[src/rtl/seq_serializer.sv]
// rtl/seq_serializer.sv - MSB-first parallel-to-serial pattern generator with repeat, stall, abort and done pulse

module seq_serializer #(
   parameter int WIDTH = 16,
   parameter int LEN_W = 5
) (
   input  logic             clk,
   input  logic             rst,
   input  logic             load_valid,
   output logic             load_ready,
   input  logic [WIDTH-1:0] load_data,
   input  logic [LEN_W-1:0] load_len,
   input  logic             repeat_en,
   input  logic             step_en,
   input  logic             abort,
   output logic             out,
   output logic             out_valid,
   output logic             busy,
   output logic             done,
   output logic [3:0]       seq
);

   typedef enum logic [1:0] {
      S_IDLE  = 2'd0,
      S_SHIFT = 2'd1,
      S_DONE  = 2'd2
   } state_t;

   localparam logic [LEN_W-1:0] WIDTH_L = LEN_W'(WIDTH);

   state_t             r_state;
   state_t             w_next;
   logic [WIDTH-1:0]   r_data;
   logic [LEN_W-1:0]   r_len;
   logic [LEN_W-1:0]   r_cnt;
   logic [3:0]         r_seq;

   logic               w_accept;
   logic               w_consume;
   logic               w_last;
   logic [LEN_W-1:0]   w_len_clamped;
   logic [LEN_W-1:0]   w_idx;
   logic               w_bit;

   // Lengths above the register width are clamped; a zero length goes straight to DONE.
   assign w_len_clamped = (load_len > WIDTH_L) ? WIDTH_L : load_len;

   // Accept only in IDLE; abort in the same cycle does not cancel the accept.
   assign w_accept  = (r_state == S_IDLE) && load_valid;
   // Abort suppresses consumption so seq keeps the bits seen before the abort.
   assign w_consume = (r_state == S_SHIFT) && step_en && !abort;
   assign w_last    = w_consume && (r_cnt == LEN_W'(1));
   assign w_idx     = r_cnt - LEN_W'(1);

   // Select data[cnt-1] with a compare loop so the index width never has to match WIDTH.
   always_comb begin
      w_bit = 1'b0;
      for (int i = 0; i < WIDTH; i++) begin
         if (w_idx == LEN_W'(i)) begin
            w_bit = r_data[i];
         end
      end
   end

   // State register.
   always_ff @(posedge clk) begin
      if (rst) begin
         r_state <= S_IDLE;
      end else begin
         r_state <= w_next;
      end
   end

   // Next-state decode.
   always_comb begin
      w_next = r_state;
      case (r_state)
         S_IDLE: begin
            if (w_accept) begin
               w_next = (w_len_clamped == '0) ? S_DONE : S_SHIFT;
            end
         end
         S_SHIFT: begin
            if (abort) begin
               w_next = S_IDLE;
            end else if (w_last && !repeat_en) begin
               w_next = S_DONE;
            end
         end
         S_DONE: begin
            w_next = S_IDLE;
         end
         default: begin
            w_next = S_IDLE;
         end
      endcase
   end

   // Pattern, length, bit counter and consumed-bit history.
   always_ff @(posedge clk) begin
      if (rst) begin
         r_data <= '0;
         r_len  <= '0;
         r_cnt  <= '0;
         r_seq  <= '0;
      end else if (w_accept) begin
         r_data <= load_data;
         r_len  <= w_len_clamped;
         r_cnt  <= w_len_clamped;
         r_seq  <= '0;
      end else if (w_consume) begin
         r_seq <= {r_seq[2:0], w_bit};
         if (w_last && repeat_en) begin
            r_cnt <= r_len;
         end else begin
            r_cnt <= w_idx;
         end
      end
   end

   // Outputs are pure state decodes; out is forced low outside SHIFT.
   always_comb begin
      load_ready = (r_state == S_IDLE);
      out_valid  = (r_state == S_SHIFT);
      out        = (r_state == S_SHIFT) ? w_bit : 1'b0;
      busy       = (r_state != S_IDLE);
      done       = (r_state == S_DONE);
      seq        = r_seq;
   end

endmodule

[config.mk]
export PLATFORM = sky130hd
export DESIGN_NAME = seq_serializer
export DESIGN_NICKNAME = d
export VERILOG_FILES = /design/src/rtl/seq_serializer.sv
export SDC_FILE = /design/constraint.sdc
export NUM_CORES = 1
export LEC_CHECK = 0
export CORE_MARGIN = 10
export CORE_UTILIZATION = 50
export CTS_CLUSTER_DIAMETER = 100
export DETAILED_ROUTE_END_ITERATION = 7
export HOLD_SLACK_MARGIN = 0.15
export PLACE_DENSITY = 0.89
export SETUP_SLACK_MARGIN = 0.2
export SYNTH_ARGS = -nofsm -noshare
export SYNTH_HDL_FRONTEND = slang
export SYNTH_SLANG_ARGS = --single-unit
[constraint.sdc]
create_clock -name clk -period 3.5 [get_ports clk]
set_input_delay 0.875 -clock clk [delete_from_list [all_inputs] [get_ports clk]]
set_output_delay 0.875 -clock clk [all_outputs]
set_load 0.1 [all_outputs]
==> results of run 1 <==
## cells in the mapped netlist (2+ instances only)
master	count
nand2_1	47
dfxtp_1	32
a21oi_1	30
nor2_1	13
clkbuf_1	8
nor3_1	7
o21ai_0	7
ha_1	6
inv_1	6
mux2i_1	5
nor2b_1	4
a221oi_1	3
and3_1	3
mux2_2	3
nor4_1	3
a2111oi_0	2
a22o_1	2
a31oi_1	2
and2_1	2
and3b_1	2
buf_1	2
nand3b_1	2
nor4bb_1	2
## registers in the layout, summed over array words and instances (netlist names)
name     flops
r_data      16
r_cnt        5
r_len        5
seq          4
r_state      2
## worst max-delay path: stages (launching register included)
cell and delay [ns]:
dfxtp_4 0.38, clkinvlp_4 0.17, ha_4 0.24, xor2_4 0.24
mux2i_2 0.30, a221oi_2 0.09, a32oi_1 0.23, and2b_2 0.27
buf_12 0.16
## layer usage
layer  vias to the layer above  GRT usage  share of wire
met5                         -          0              0
met4                         0     0.0547          0.015
met3                         9     0.0346          0.058
met2                        57      0.243           0.51
met1                       776      0.180           0.42
li1                        807          -              -
## metrics by stage
stage | setup slack [ns] | hold slack, ns | cells | power, mW
detailed placement | 0.234 | 0.451 | 279 | 0.641
finish | 0.191 | 0.463 | 294 | 1.01
CTS | 0.201 | 0.464 | 290 | 0.978
global route | 0.127 | 0.496 | 294 | 1.05
floorplan | 0.207 | 0.431 | 209 | 0.570
global placement | 0.399 | 0.445 | 279 | 0.635
## logic make-up after synthesis
group | count (synthesis) | synth area share
AO/OA/AOI/OAI | 51 | 0.187
XOR/XNOR | 3 | 0.0205
adder cells (fa/ha/maj) | 6 | 0.0455
buffers and inverters | 17 | 0.0395
flip-flops | 32 | 0.388
multiplexers | 8 | 0.0508
AND/OR/NAND/NOR | 92 | 0.269
## area by class of cell
class                           instances  share of cell area
Clock buffer                            7              0.0286
Clock inverter                          1              0.0132
Inverter                                6              0.0115
Multi-Input combinational cell        160               0.458
Sequential cell                        32               0.285
Tap cell                               44              0.0242
Timing Repair Buffer                   44               0.179
## path summary, 6_finish.rpt
path / start / end / slack, ns / cells past startpoint
worst max-delay path: r_cnt[0] / out / 0.19 / 8
worst min-delay path: r_data[11] / r_data[11] / 0.46 / 2
worst max register to register: r_cnt[0] / seq[0] / 1.24 / 9
worst min register to register: r_data[11] / r_data[11] / 0.46 / 2
## power breakdown
part / leakage (nW) / internal [mW] / total, mW / switching [mW]
Combinational: 0.593 / 0.130 / 0.281 / 0.151
Sequential: 0.263 / 0.386 / 0.408 / 0.0224
Clock: 0.0515 / 0.190 / 0.318 / 0.128
## placed cells by master, fill, tap and decap left out, types with 3 or more instances in the layout
master / instances
nand2_1: 47
a21oi_1: 30
dfxtp_1: 30
clkdlybuf4s50_1: 26
buf_4: 17
nor2_1: 12
o21ai_0: 7
nor3_1: 7
clkbuf_4: 5
inv_1: 4
nor2b_1: 4
mux2i_1: 4
mux2_2: 3
and3_1: 3
ha_4: 3
## repair_timing
action	4_1_cts	5_1_grt
hold buffers	0	0
cloned	0	0
gates resized for setup	18	5
setup endpoints to repair	1	1
pin swaps	4	6
setup buffers	3	4
==> results.json, run 1 <==
{
  "die_width_um": 77.4,
  "peak_vdd_ir_v": 0.000232,
  "fillers": 237,
  "n_antenna_cell": 0,
  "worst_pin_slew_ns": 0.860,
  "nets_in_the_synthesized_netlist": 242,
  "place.detailed.hpwl_um": 3070,
  "post-route-cell-area_um2": 2280,
  "start_kind": "register",
  "synth.largest_area_cell": "dfxtp_1",
  "yosys.area.top_type_share": 0.388,
  "yosysWarnings": 0,
  "synth-seq-cells": 32,
  "clock_sinks": 32,
  "synth.area.top_cells": "dfxtp_1 39%, nand2_1 11%, a21oi_1 9.1%",
  "static-leakage-power_nw": 0.908,
  "via_density_per_instance": 5.61,
  "avgSynthCellArea_um2": 7.89,
  "maxCapViolations": 0,
  "fin_nets": 282,
  "timing.critical_path.required_ns": 2.62,
  "cts_tree": "yes",
  "fp.coreArea_um2": 3100,
  "globalRoute.totalOverflow": 0,
  "grt_start_max_net_pins": 27,
  "critical_path_class": "register to output pin",
  "globalplace.congestion": 0.857,
  "placedInstanceArea_um2": 2020,
  "multi_input_comb_area_um2": 1040,
  "setup_viol_count_final": 0,
  "track_usage": 0.147,
  "cts_buffers": 5,
  "achievable-frequency_mhz": 302,
  "outcome": "completed",
  "sequential_to_total_area_share_from_yosys_stat": 0.388,
  "firstDrtPassIters": 4,
  "maximum_fanout_count_along_the_critical_path": 6,
  "die_height_um": 77.4,
  "pin_count": 36,
  "timing.final.max_slew_violations": 0,
  "cts.clk_slew.worst_paths_ns": 0.10,
  "final_layout_size_suffix_gt1_frac": 0.200,
  "wirelength_um": 4640,
  "dominantRegCellSynth": "dfxtp_1",
  "initial_antenna_violation_count": 0,
  "final-seq-area_um2": 648,
  "buffer_ports.inserted": 35,
  "first_global_vias": 1523,
  "netlist_instances": 209,
  "dieArea_um2": 6000,
  "root_buffer": "clkbuf_4",
  "pwr_density_cell_nw_per_um2": 443,
  "dr.first_iter.drc_count": 198,
  "ys_async_rst_share": 0,
  "slew-limit-headroom": 0.425,
  "mappedNetlistArea_um2": 1650,
  "routedWlPerCell_um": 15.8,
  "cts-root-to-sink-buffers": 2,
  "final_util": 0.733,
  "route.detailed.drc": 0,
  "htree_num_levels": 2,
  "grt_pass1_wl_um": 7440,
  "setup_tns_ns": 0,
  "worstSkewPairLatency_ns": 0.33,
  "end_kind": "output pin",
  "largest_clock_skew_in_the_final_design_ns": 0.00358,
  "core.rowCount": 20,
  "critPathArrivalTime_ns": 2.43,
  "synthDistinctLibCells": 39,
  "detail-route-antenna-nets": 0,
  "hold_violations": 0,
  "timing.hold.worst.class": "register to register",
  "areaGrowthSynthToFinish_pct": 38.0,
  "route.vias.total": 1649,
  "final_min_period_ns": 3.31,
  "final_min_period_over_clock_period": 0.945,
  "setup_repair_after_global_routing_missed_its_margin": "yes",
  "synth_edf_count": 0,
  "effective_utilization_at_floorplan": 0.531
}
(Power assumes the default switching activity.)
==> run 2, diff against run 1 <==
- TNS_END_PERCENT: unset -> 5
==> results of run 2 <==
The final DEF is identical to that of run 1; final timing and power are the same.
